==> src/rtl/if_id_skid_reg.sv <==
// if_id_skid_reg: IF/ID pipeline register with a valid/ready handshake,
// a one-entry skid buffer and a synchronous flush.
//
// Optional feature: define IF_ID_STALL_CNT_EN to add the stall_cnt output,
// a saturating count of cycles in which decode held a valid entry back.
//
// Handshake: a transfer happens on a rising edge where valid and ready are
// both 1 on the same side. IF_ready is registered and depends only on the
// stage's own occupancy, never on IF_valid. ID_valid/ID_* hold stable while
// ID_ready is 0 until the entry is consumed or flushed.
module if_id_skid_reg #(
   parameter int unsigned      INS_W   = 32,
   parameter int unsigned      PC_W    = 32,
   parameter logic [INS_W-1:0] NOP_INS = '0,
   parameter int unsigned      CNT_W   = 32
) (
   input  logic             clk,
   input  logic             rst_n,
   input  logic             IF_valid,
   output logic             IF_ready,
   input  logic [PC_W-1:0]  IF_pc_plus_4,
   input  logic [INS_W-1:0] IF_ins,
   output logic             ID_valid,
   input  logic             ID_ready,
   output logic [PC_W-1:0]  ID_pc_plus_4,
   output logic [INS_W-1:0] ID_ins,
   input  logic             flush
`ifdef IF_ID_STALL_CNT_EN
   ,
   output logic [CNT_W-1:0] stall_cnt
`endif
);

   // State encoding doubles as the valid bits: bit 0 = main valid,
   // bit 1 = skid valid. 2'b10 cannot occur and recovers to EMPTY.
   typedef enum logic [1:0] {
      ST_EMPTY = 2'b00,
      ST_ONE   = 2'b01,
      ST_FULL  = 2'b11
   } state_e;

   if (CNT_W == 0) begin : g_bad_cnt_w
      $error("if_id_skid_reg: CNT_W must be at least 1");
   end

   state_e           state_q,    state_d;
   logic             if_ready_q, if_ready_d;
   logic [PC_W-1:0]  main_pc_q,  main_pc_d;
   logic [INS_W-1:0] main_ins_q, main_ins_d;
   logic [PC_W-1:0]  skid_pc_q,  skid_pc_d;
   logic [INS_W-1:0] skid_ins_q, skid_ins_d;

   logic main_valid;
   logic if_xfer;
   logic id_xfer;

   assign main_valid = state_q[0];
   assign if_xfer    = IF_valid & if_ready_q;
   assign id_xfer    = main_valid & ID_ready;

   // Next-state and data-path selection; flush overrides everything and
   // drops any word fetch presents in the same cycle.
   always_comb begin
      state_d    = state_q;
      main_pc_d  = main_pc_q;
      main_ins_d = main_ins_q;
      skid_pc_d  = skid_pc_q;
      skid_ins_d = skid_ins_q;
      if (flush) begin
         state_d = ST_EMPTY;
      end else begin
         case (state_q)
            ST_EMPTY: begin
               if (if_xfer) begin
                  main_pc_d  = IF_pc_plus_4;
                  main_ins_d = IF_ins;
                  state_d    = ST_ONE;
               end
            end
            ST_ONE: begin
               if (if_xfer && id_xfer) begin
                  main_pc_d  = IF_pc_plus_4;
                  main_ins_d = IF_ins;
               end else if (if_xfer) begin
                  skid_pc_d  = IF_pc_plus_4;
                  skid_ins_d = IF_ins;
                  state_d    = ST_FULL;
               end else if (id_xfer) begin
                  state_d = ST_EMPTY;
               end
            end
            ST_FULL: begin
               // IF_ready is 0 here, so only the drain path can fire.
               if (id_xfer) begin
                  main_pc_d  = skid_pc_q;
                  main_ins_d = skid_ins_q;
                  state_d    = ST_ONE;
               end
            end
            default: state_d = ST_EMPTY;
         endcase
      end
      if_ready_d = (state_d != ST_FULL);
   end

   // State, registered ready and held entries; reset empties the stage.
   always_ff @(posedge clk or negedge rst_n) begin
      if (!rst_n) begin
         state_q    <= ST_EMPTY;
         if_ready_q <= 1'b1;
         main_pc_q  <= '0;
         main_ins_q <= '0;
         skid_pc_q  <= '0;
         skid_ins_q <= '0;
      end else begin
         state_q    <= state_d;
         if_ready_q <= if_ready_d;
         main_pc_q  <= main_pc_d;
         main_ins_q <= main_ins_d;
         skid_pc_q  <= skid_pc_d;
         skid_ins_q <= skid_ins_d;
      end
   end

   assign IF_ready     = if_ready_q;
   assign ID_valid     = main_valid;
   assign ID_pc_plus_4 = main_valid ? main_pc_q  : '0;
   assign ID_ins       = main_valid ? main_ins_q : NOP_INS;

`ifdef IF_ID_STALL_CNT_EN
   logic [CNT_W-1:0] stall_cnt_q, stall_cnt_d;

   // Count edges where decode holds a valid entry back, saturating at max.
   always_comb begin
      stall_cnt_d = stall_cnt_q;
      if (main_valid && !ID_ready && !flush && (stall_cnt_q != {CNT_W{1'b1}})) begin
         stall_cnt_d = stall_cnt_q + 1'b1;
      end
   end

   // Stall counter register; only reset clears it.
   always_ff @(posedge clk or negedge rst_n) begin
      if (!rst_n) begin
         stall_cnt_q <= '0;
      end else begin
         stall_cnt_q <= stall_cnt_d;
      end
   end

   assign stall_cnt = stall_cnt_q;
`endif

endmodule

==> config.mk <==
export PLATFORM = sky130hd
export DESIGN_NAME = if_id_skid_reg
export DESIGN_NICKNAME = d
export VERILOG_FILES = /design/src/rtl/if_id_skid_reg.sv
export SDC_FILE = /design/constraint.sdc
export NUM_CORES = 1
export LEC_CHECK = 0
export BUFFER_PORTS_ARGS = -buffer_cell sky130_fd_sc_hd__buf_4
export CELL_PAD_IN_SITES_DETAIL_PLACEMENT = 0
export CELL_PAD_IN_SITES_GLOBAL_PLACEMENT = 1
export CORE_UTILIZATION = 45
export CTS_BUF_LIST = sky130_fd_sc_hd__clkbuf_8
export DETAILED_ROUTE_END_ITERATION = 10
export PLACE_DENSITY = 0.84
export SETUP_SLACK_MARGIN = 0.3
export SLEW_MARGIN = 20
export SYNTH_ARGS = -nofsm -noshare
export SYNTH_HDL_FRONTEND = slang
export SYNTH_SLANG_ARGS = --single-unit
==> constraint.sdc <==
create_clock -name clk -period 2.3 [get_ports clk]
set_input_delay 0 -clock clk [delete_from_list [all_inputs] [get_ports clk]]
set_output_delay 0 -clock clk [all_outputs]
set_load 0.03 [all_outputs]
==> results.md <==
- Final clock skew: 0.00839 ns
- Hold Fails Final Rpt: 0
- Worst-Margin Slew: 0.552 ns
- Routability Congestion: 0.712
- Worst-path fanout max: 22
- Number of global-route vias before repair: 4,516
- R2R depth: 4
- CTS buffer count: 17
- Clock buffer depth: 2
- CTS tree: built
- Synth cell types: 17
- DR top layer: met4
- Initial DRC Count: 162
- Clock Latency Late Sink: 0.43 ns
- Worst path top cell family by delay: flip-flops
- Dpl cell area: 0.00727 sq mm
- Rows: 42
- DRT met1 WL: 5590 um
- Final-report setup violation count: 0
- R2r endpoint: main_pc_q[26]$_DFFE_PN0P_
- Initial antenna violation count: 0
- Worst EP arrival: approximately 2.2 ns
- Largest net degree at the start of global routing: 60
- Met2 WL post-DR: around 7000 um
- First-pass detailed-route iteration total: 4
- Via count: between 4,000 and 5,000
- RSZ-0062 raised after global routing: yes
- Slowest CP cell: dfrtp_4
- Area contributors post-synth: dfrtp_1, mux2_2, and2_1
- Warnings, synthesis: 0
- Routed WL: approximately 13,000 um
- Area Growth Syn to Fin: 36.8%
- Share of cells above drive strength 1: 56.8%
- Register area: 0.00328 sq mm
- Sequential share of the synthesized area: a little over half
- Diodes inserted: 0
- Num Clock Sinks: 131
- Cells after synthesis: 425
- Initial core utilization: 46.1%
- Synth Cell Area: ~0.0061 sq mm
- Nets@finish: 699
- Slew margin rel.: 63.2%
- Synth area leader: dfrtp_1
- Multi-input gate area: approximately 0.0026 sq mm
- Cell area after layout: slightly above 0.008 sq mm
- Max_cap viols: 0
- Power Density: 743 mW/mm^2
- Via-per-instance ratio: 4.93
- Crit. End Element: flip-flop
- F_max: ~530 MHz
- Clock root cell: clkbuf_8
- Register clock-pin slew on the reported worst setup and hold paths: approximately 0.070 ns
- Avg Cell Area, Syn: 14.3 sq um
- Total gr overflow: 0
- I/O pin cnt: roughly 140
- CP startpoint kind: flip-flop
- Total power: 6170 uW
- Status: completed
- Worst-path cell chain: nor2b_1 > a2111oi_4 > buf_4 > mux2_2
- Minimum clock period: 1.90 ns
- H-tree levels: 4
- Leakage: 0.00383 uW
- Syn_nets: between 400 and 500
- Detail Route Antenna Nets: 0
- Yosys top cell area share: approximately 54%
- Number of I/O port buffers: between 100 and 150
- Most frequent cells in the layout: mux2_2, buf_4, dfrtp_1
- Routed WL per cell: ~16 um
- Total GRT Usage: between 20% and 30%
- Drt drc: 0
- Leading cell type in the layout, fill and taps excluded: mux2_2
- DPL Wire Length: 8370 um
- Max VDD drop: around 0.36 mV
- Die Wd: 118 um
- Critical path type: reg -> reg
- WP data required: 2.61 ns
- First-pass GRT wire length: 22,100 um
- Die Ht: 118 um
- Core area: 0.0132 sq mm
- Setup TNS: 0 ns
- R2r startpoint: state_q[0]$_DFF_PN0_
- Worst path bufs/invs: 1
- Tcrit/Tclk final: 82.6%
- Max stage delay on crit path: 0.56 ns
- Met3 routed WL: between 400 and 500 um
- Pins Over Slew Limit: 0
- Fillcell total: 1,047
- Die area: roughly 0.014 sq mm
- FF-to-FF setup slack: 0.40 ns
- Seq cells post-synth: 131
- Hold crit path type: in -> async
[cells by family after synthesis]
family,Yosys count,synth area share [%]
mux,192,35.6
flops,131,54.0
simple gates,70,7.18
buf+inv,28,2.59
compound gates,4,0.700
[layer usage]
layer | GRT usage [%] | vias up
met5 | 0 | -
met4 | 8.17 | 0
met3 | 5.26 | 16
met2 | 34.7 | 90
met1 | 24.4 | 2048
li1 | - | 1884
[report_power, final]
group / internal [uW] / total, uW / switching, uW / leakage (uW)
Combinational: 794 / 1380 / 585 / 0.00205
Clock: 892 / 1710 / 819 / 0.000208
Sequential: 2840 / 3080 / 249 / 0.00157
[synth_stat cells]
cell type,number
inv_1,2
a2111oi_4,1
nand2b_1,1
or3_1,2
and2_1,64
mux2_1,3
clkbuf_1,14
dfstp_2,1
mux2_2,189
buf_2,6
a21oi_1,2
nor2b_1,1
nand3b_1,1
dfrtp_1,130
buf_6,6
nand2_1,1
o21ai_0,1
[area by class of cell]
cell class | instances | area share [%]
clock buffers | 23 | 3.81
clock inverters | 9 | 0.467
inverters | 2 | 0.0903
multi-input cells | 266 | 31.8
flip-flops and latches | 131 | 39.5
well taps | 176 | 2.65
repair buffers | 212 | 21.7
[registers in the layout (all words and copies together), names as in the netlist]
signal and count:
state_q 2, skid_ins_q 32, IF_ready 1, main_pc_q 32
skid_pc_q 32, main_ins_q 32
[what timing repair did]
item                       4_1_cts  5_1_grt
hold endpoints to repair       220        0
setup buffers                    0        0
hold buffers                    68        0
setup endpoints to repair       14       18
resized for setup                1        1
[worst max-delay path by stage]
stage	start	endpoint	slack [ns]	cells past startpoint
global route	state_q[0]$_DFF_PN0_	main_ins_q[16]$_DFFE_PN0P_	0.29	4
detailed placement	state_q[0]$_DFF_PN0_	main_ins_q[27]$_DFFE_PN0P_	0.31	4
finish	state_q[0]$_DFF_PN0_	main_pc_q[26]$_DFFE_PN0P_	0.40	4
floorplan	IF_ready$_DFF_PN1_	main_ins_q[10]$_DFFE_PN0P_	0.33	4
global placement	state_q[0]$_DFF_PN0_	main_ins_q[25]$_DFFE_PN0P_	0.36	4
CTS	state_q[0]$_DFF_PN0_	main_ins_q[27]$_DFFE_PN0P_	0.34	4
[through the flow]
stage               hold WS [ns]  setup slack (ns)  utilization, %  cells
floorplan                 -0.296             0.329               -    425
global placement         -0.0281             0.363            55.1    719
detailed placement       -0.0219             0.305            55.1    719
CTS                       0.0302             0.344            63.0    819
global route              0.0658             0.291            63.0    819
finish                    0.0539             0.400            63.0    819
(Power assumes the default switching activity.)
